File: src/rtl/falafel_pkg.sv
// Shared types for the falafel allocator: LSU request/response records,
// LSU op codes, the LSU arbiter state encoding and a port-index width helper.
package falafel_pkg;

    localparam int HDR_DATA_W = 32;

    typedef enum logic [2:0] {
        LOCK   = 3'd0,
        UNLOCK = 3'd1,
        LOAD   = 3'd2,
        INSERT = 3'd3,
        DELETE = 3'd4
    } req_lsu_op_e;

    typedef struct packed {
        logic                  val;
        req_lsu_op_e           lsu_op;
        logic [HDR_DATA_W-1:0] header_data;
    } header_data_req_t;

    typedef struct packed {
        logic                  val;
        logic [HDR_DATA_W-1:0] header_data;
    } header_data_rsp_t;

    typedef enum logic [1:0] {
        ARB_IDLE,
        ARB_OWNED,
        ARB_WAIT_RSP
    } arb_state_e;

    // Width of a port index; never narrower than one bit.
    function automatic int port_w(input int n);
        return (n > 1) ? $clog2(n) : 1;
    endfunction

endpackage

File: src/rtl/falafel_rr_picker.sv
// Combinational round-robin picker: selects the first asserted request at or
// after ptr_i, wrapping modulo N. Returns one-hot grant, index and any-valid.
module falafel_rr_picker
    import falafel_pkg::*;
#(
    parameter int N     = 4,
    parameter int IDX_W = port_w(N)
) (
    input  logic [N-1:0]     req_i,
    input  logic [IDX_W-1:0] ptr_i,
    output logic [N-1:0]     grant_o,
    output logic [IDX_W-1:0] idx_o,
    output logic             any_valid_o
);

    logic [IDX_W-1:0] cand;

    // Scan ports in priority order starting at the pointer; first hit wins.
    always_comb begin
        grant_o     = '0;
        idx_o       = '0;
        any_valid_o = 1'b0;
        cand        = '0;
        for (int k = 0; k < N; k++) begin
            cand = IDX_W'((int'(ptr_i) + k) % N);
            if (!any_valid_o && req_i[cand]) begin
                any_valid_o   = 1'b1;
                grant_o[cand] = 1'b1;
                idx_o         = cand;
            end
        end
    end

endmodule

File: src/rtl/falafel_lsu_arbiter.sv
// Shares one falafel LSU between NUM_PORTS cores. A core wins ownership with a
// LOCK and keeps it until its UNLOCK has been answered; request and response
// pass straight through with no added latency. Lock grants rotate round-robin.
// Optional build macro FALAFEL_ARB_STATS_EN adds saturating per-port counters
// of accepted LOCK requests on grant_cnt_o.
module falafel_lsu_arbiter
    import falafel_pkg::*;
#(
    parameter int NUM_PORTS = 4,
    parameter int CNT_W     = 16
) (
    input  logic                                 clk_i,
    input  logic                                 rst_i,
    input  header_data_req_t [NUM_PORTS-1:0]     core_req_i,
    output logic [NUM_PORTS-1:0]                 core_lsu_ready_o,
    output header_data_rsp_t [NUM_PORTS-1:0]     core_rsp_o,
    output header_data_req_t                     lsu_req_o,
    input  logic                                 lsu_ready_i,
    input  header_data_rsp_t                     lsu_rsp_i,
    output logic [port_w(NUM_PORTS)-1:0]         owner_o,
    output logic                                 busy_o
`ifdef FALAFEL_ARB_STATS_EN
    ,
    output logic [NUM_PORTS-1:0][CNT_W-1:0]      grant_cnt_o
`endif
);

    localparam int                PORT_W    = port_w(NUM_PORTS);
    localparam logic [PORT_W-1:0] LAST_PORT = PORT_W'(NUM_PORTS - 1);

    arb_state_e        state_q, state_d;
    logic [PORT_W-1:0] owner_q, owner_d;
    logic [PORT_W-1:0] rr_ptr_q, rr_ptr_d;
    req_lsu_op_e       op_q, op_d;

    logic [NUM_PORTS-1:0] lock_req;
    logic [NUM_PORTS-1:0] win_grant;
    logic [PORT_W-1:0]    win_idx;
    logic                 win_valid;

    header_data_req_t                 req_c;
    logic [NUM_PORTS-1:0]             ready_c;
    header_data_rsp_t [NUM_PORTS-1:0] rsp_c;
    logic                             busy_c;
    logic [PORT_W-1:0]                owner_c;
    logic [PORT_W-1:0]                sel_idx;
    logic                             fwd;
    logic                             accept;

    // Only LOCK requests compete for ownership; anything else from a non-owner is ignored.
    for (genvar gi = 0; gi < NUM_PORTS; gi++) begin : g_lock_req
        assign lock_req[gi] = core_req_i[gi].val && (core_req_i[gi].lsu_op == LOCK);
    end

    falafel_rr_picker #(
        .N     (NUM_PORTS),
        .IDX_W (PORT_W)
    ) u_picker (
        .req_i       (lock_req),
        .ptr_i       (rr_ptr_q),
        .grant_o     (win_grant),
        .idx_o       (win_idx),
        .any_valid_o (win_valid)
    );

    // Next-state and pass-through routing; the forwarded port is the lock
    // winner when idle and the owner while owned. Nothing is forwarded while
    // a response is outstanding, so a same-cycle owner request waits.
    always_comb begin
        state_d  = state_q;
        owner_d  = owner_q;
        rr_ptr_d = rr_ptr_q;
        op_d     = op_q;
        req_c    = '0;
        ready_c  = '0;
        rsp_c    = '0;
        busy_c   = 1'b0;
        owner_c  = '0;
        sel_idx  = '0;
        fwd      = 1'b0;
        accept   = 1'b0;

        case (state_q)
            ARB_IDLE: begin
                if (win_valid) begin
                    sel_idx = win_idx;
                    fwd     = 1'b1;
                    ready_c = win_grant & {NUM_PORTS{lsu_ready_i}};
                end
            end
            ARB_OWNED: begin
                busy_c           = 1'b1;
                owner_c          = owner_q;
                sel_idx          = owner_q;
                fwd              = 1'b1;
                ready_c[owner_q] = lsu_ready_i;
            end
            ARB_WAIT_RSP: begin
                busy_c         = 1'b1;
                owner_c        = owner_q;
                rsp_c[owner_q] = lsu_rsp_i;
                if (lsu_rsp_i.val) begin
                    if (op_q == UNLOCK) begin
                        state_d  = ARB_IDLE;
                        rr_ptr_d = (owner_q == LAST_PORT) ? '0 : owner_q + PORT_W'(1);
                    end else begin
                        state_d = ARB_OWNED;
                    end
                end
            end
            default: state_d = ARB_IDLE;
        endcase

        if (fwd) begin
            req_c = core_req_i[sel_idx];
        end
        accept = req_c.val && lsu_ready_i;
        if (accept) begin
            op_d    = req_c.lsu_op;
            owner_d = sel_idx;
            state_d = ARB_WAIT_RSP;
        end
    end

    // Outputs are held at zero for as long as reset is asserted.
    assign lsu_req_o        = rst_i ? '0   : req_c;
    assign core_lsu_ready_o = rst_i ? '0   : ready_c;
    assign core_rsp_o       = rst_i ? '0   : rsp_c;
    assign busy_o           = rst_i ? 1'b0 : busy_c;
    assign owner_o          = rst_i ? '0   : owner_c;

    // Arbiter state registers; reset aborts any transaction in flight.
    always_ff @(posedge clk_i or posedge rst_i) begin
        if (rst_i) begin
            state_q  <= ARB_IDLE;
            owner_q  <= '0;
            rr_ptr_q <= '0;
            op_q     <= UNLOCK;
        end else begin
            state_q  <= state_d;
            owner_q  <= owner_d;
            rr_ptr_q <= rr_ptr_d;
            op_q     <= op_d;
        end
    end

`ifdef FALAFEL_ARB_STATS_EN
    for (genvar gi = 0; gi < NUM_PORTS; gi++) begin : g_cnt
        logic [CNT_W-1:0] cnt_q, cnt_d;

        // Count accepted LOCKs from this port, sticking at all-ones.
        always_comb begin
            cnt_d = cnt_q;
            if (accept && (req_c.lsu_op == LOCK) && (sel_idx == PORT_W'(gi)) && (cnt_q != '1)) begin
                cnt_d = cnt_q + CNT_W'(1);
            end
        end

        // Counter register.
        always_ff @(posedge clk_i or posedge rst_i) begin
            if (rst_i) begin
                cnt_q <= '0;
            end else begin
                cnt_q <= cnt_d;
            end
        end

        assign grant_cnt_o[gi] = cnt_q;
    end
`endif

endmodule

File: config.mk
export PLATFORM = sky130hd
export DESIGN_NAME = falafel_lsu_arbiter
export DESIGN_NICKNAME = d
export VERILOG_FILES = /design/src/rtl/falafel_pkg.sv /design/src/rtl/falafel_rr_picker.sv /design/src/rtl/falafel_lsu_arbiter.sv
export SDC_FILE = /design/constraint.sdc
export NUM_CORES = 1
export LEC_CHECK = 0
export CAP_MARGIN = 15
export CORE_AREA = 2 2 138 140
export DETAILED_ROUTE_END_ITERATION = 10
export DIE_AREA = 0 0 140 142
export GPL_TIMING_DRIVEN = 0
export PLACE_DENSITY_LB_ADDON = 0.25
export SKIP_LAST_GASP = 1
export SYNTH_ARGS = -nofsm -noshare
export SYNTH_HDL_FRONTEND = slang
export SYNTH_SLANG_ARGS = --single-unit
File: constraint.sdc
create_clock -name clk_i -period 5.8 [get_ports clk_i]
set_input_delay 0.58 -clock clk_i [delete_from_list [all_inputs] [get_ports clk_i]]
set_output_delay 0.58 -clock clk_i [all_outputs]
set_load 0.02 [all_outputs]
==> flow_summary_export.csv <==
group,metric,value,unit
critical_path,path_max_fanout,10,
final_layout,nets,1030,
global_route,grt_overflow_total,0,
min_path,hold_path_depth,2,
pwr,power.internal,0.717,mW
job,max_cap_violations,0,
critical_path,reg2reg_depth,11,
synth,synth_flop_cell,"dfrtp_1",
timing,hold-worst-slack,0.509,ns
timing,totalNegativeSetupSlack,0,ns
timing,max_slew.worst_pin.slew,1.05,ns
placement,dp_hpwl,16400,um
clock_tree,cts_num_sinks,9,
global_route,grt_antenna_before_repair,1,
final_layout,layout.filler_cells,2004,
synth,mappedNetlistNets,672,
detailed_routing,route.detailed.wl_per_inst,17.4,um
timing,final.min_clock_period,5.37,ns
timing,timing.final.ws_setup,0.434,ns
pwr,sequential_group_share_of_total_power,9.4,%
clock_tree,htreeDepth,1,
global_route,first_global_vias,4866,
critical_path,endpoint_kind,"primary output",
timing,timing.max_slew.rel_slack,28.7,%
detailed_routing,routed_via_density,4.43,
critical_path,crit_arrival,4.79,ns
run_status,outcome,"complete, but fails checks",
pwr,maximum_resistive_drop_on_vdd,0.0948,mV
timing,report.final.slew_viol_count,0,
synth,post_synth_inst_count,477,
timing,final_hold_viol_count,0,
pwr,power.share.clock,8.6,%
clock_tree,tritoncts,"built",
pwr,total_leakage_power,2.44,nW
final_layout,syn_to_final_growth,125,%
final_layout,fin_cells,1069,
global_route,grt_first_pass_wirelength,28300,um
synth,syn-cell-area,3130,um^2
floorplan,fp.dieH,142,um
placement,buffer_ports.inserted,353,
synth,synth_sequential_area_ratio,7.25,%
pwr,power.net_switching,0.682,mW
global_route,global_route.usage.total,18.0,%
detailed_routing,drt.antenna.violating_nets,0,
clock_tree,cts_hold_buffers,0,
placement,place_congestion,0.845,
floorplan,row_count,50,
detailed_routing,detail_route.first_pass.iterations,10,
critical_path,crit_path_start_kind,"primary input",
critical_path,cp_class,"in -> out",
timing,period_share,92.5,%
placement,postPlaceCellArea,6950,um^2
synth,synthesis.area_per_instance,6.55,um^2
timing,rsz0062_at_grt,"false",
clock_tree,post-cts-setup-buffer-count,0,
min_path,worstHoldPathType,"reg -> reg",
pwr,power_frac_comb,82.0,%
timing,timing.fmax,0.186,GHz
timing,worst_clock_skew,0.00238,ns
detailed_routing,dr_total_vias,4736,
floorplan,start_util,16.9,%
detailed_routing,remaining_drc_errors,25,
final_layout,register_area,226,um^2
final_layout,layout-drive-gt1-share,7.91,%
clock_tree,cts_root_buf,"clkbuf_16",
clock_tree,path_clk_slew,0.04,ns
floorplan,dieArea,19900,um^2
floorplan,core_area,18500,um^2
floorplan,die_w,140,um
pwr,p_sw_share,48.7,%
run_status,failed_checks,"design-rule violations",
global_route,grt_max_degree,19,
floorplan,ios,355,
timing,setup_violations,0,
placement,post-place-cells,1064,
pwr,cellPowerDensity,199,nW/um^2
synth,synth_cell_type_count,46,
detailed_routing,first_iter_violations,171,
final_layout,multiInputGateArea,2700,um^2
clock_tree,number_of_buffers_added_by_the_clock_tree_synthesis_step,3,
clock_tree,insertion_delay,0.23,ns
synth,yosysWarnings,0,
clock_tree,cts-resized-gates,0,
synth,synth_enable_flop_cells,0,
final_layout,postLayoutCellArea,7030,um^2
placement,dp_worst_setup_slack,0.521,ns
synth,ys_ff_latch,9,
clock_tree,max_buffers_root_to_sink,2,
synth,ys_async_sr_fraction,100,%
critical_path,worst_ep_required_time,5.22,ns
detailed_routing,drt-total-wl,18600,um
[placed cells by master (no fill, tap or decap), types with 8 or more instances in the layout]
| cell | count |
|---|---|
| clkdlybuf4s50_1 | 353 |
| inv_1 | 9 |
| mux2i_1 | 34 |
| clkbuf_1 | 24 |
| dfrtp_1 | 8 |
| mux2_2 | 32 |
| o21ai_0 | 9 |
| nor2_1 | 173 |
| nand2_1 | 63 |
| a211oi_1 | 32 |
| ha_1 | 15 |
[worst paths after layout]
check / endpoint / from / slack (ns)
worst max-delay path: lsu_req_o[17] / core_req_i[140] / 0.43
worst min-delay path: state_q[1] / state_q[1] / 0.51
worst max register to register: owner_q[0] / rr_ptr_q[0] / 1.94
worst min register to register: state_q[1] / state_q[1] / 0.51
max in group asynchronous: op_q[2] / rst_i / 3.92
min in group asynchronous: op_q[1] / rst_i / 1.32
[kinds of logic after synthesis]
| family | after synthesis | share of synthesized area, % |
|---|---|---|
| AND/OR/NAND/NOR | 263 | 35.4 |
| buffers and inverters | 47 | 6.52 |
| multiplexers | 76 | 28.9 |
| flip-flops | 9 | 7.25 |
| adder cells (fa/ha/maj) | 15 | 6.00 |
| AO/OA/AOI/OAI | 67 | 15.9 |
[synthesized netlist by cell type, types with 2 or more instances]
cell / instances / area share [%]
o211ai_1: 5 / 1.2
a211oi_1: 32 / 7.7
nand2_1: 63 / 7.6
ha_1: 15 / 6.0
dfrtp_1: 8 / 6.4
mux4_2: 7 / 5.0
nor3_1: 5 / 0.80
nand3_1: 4 / 0.64
and2_1: 2 / 0.40
mux2i_1: 34 / 11
buf_2: 4 / 0.64
inv_1: 9 / 1.1
a21o_1: 4 / 0.96
nor4b_2: 3 / 1.4
buf_4: 6 / 1.4
o21ai_0: 9 / 1.4
buf_1: 3 / 0.36
nor2_1: 173 / 21
mux2_2: 32 / 12
or4b_1: 3 / 0.96
mux2_4: 3 / 1.4
nor2b_1: 3 / 0.60
clkbuf_1: 23 / 2.8
a21oi_1: 5 / 0.80
[per-layer routing]
metal,track usage [%],share of wire [%],vias to the layer above
li1,-,-,2350
met2,36.0,54,227
met1,18.3,35,2144
met4,4.89,2.1,0
met3,4.98,8.8,15
met5,0,0,-
[power groups by stage]
stage / Combinational, mW / Clock, mW / Sequential [mW]
finish: 1.15 / 0.120 / 0.131
detailed placement: 1.16 / 0 / 0.133
global route: 1.25 / 0.125 / 0.138
CTS: 1.16 / 0.122 / 0.132
floorplan: 0.681 / 0 / 0.121
global placement: 1.16 / 0 / 0.130
[sequential cells by signal (all words and copies together) (netlist names)]
signal    count
state_q       2
rr_ptr_q      2
owner_q       2
op_q          3
[layout make-up]
cell class / instances / share of cell area (%)
clock buffer: 4 / 1.12
timing repair buffer: 353 / 50.2
inverter: 11 / 0.587
tap: 234 / 4.16
buffer: 36 / 2.31
antenna: 1 / 0.0356
sequential: 9 / 3.22
multi-input combinational: 421 / 38.3
[critical path: stages]
cell and delay, ns:
clkdlybuf4s50_1 0.46, nor4b_1 0.93, mux4_2 0.43, buf_4 0.17, nand2_2 0.09, a221oi_4 0.39, buf_2 0.31, buf_2 0.26
nor2_1 0.07, a211oi_1 0.39, clkdlybuf4s50_1 0.69
[through the flow]
stage / utilization, % / total power [mW]
after detailed placement: 37.7 / 1.29
after floorplan: - / 0.801
after global routing: 38.1 / 1.51
after CTS: 38.1 / 1.42
final: 38.1 / 1.40
after global placement: 37.7 / 1.29
(Power assumes the default switching activity.)
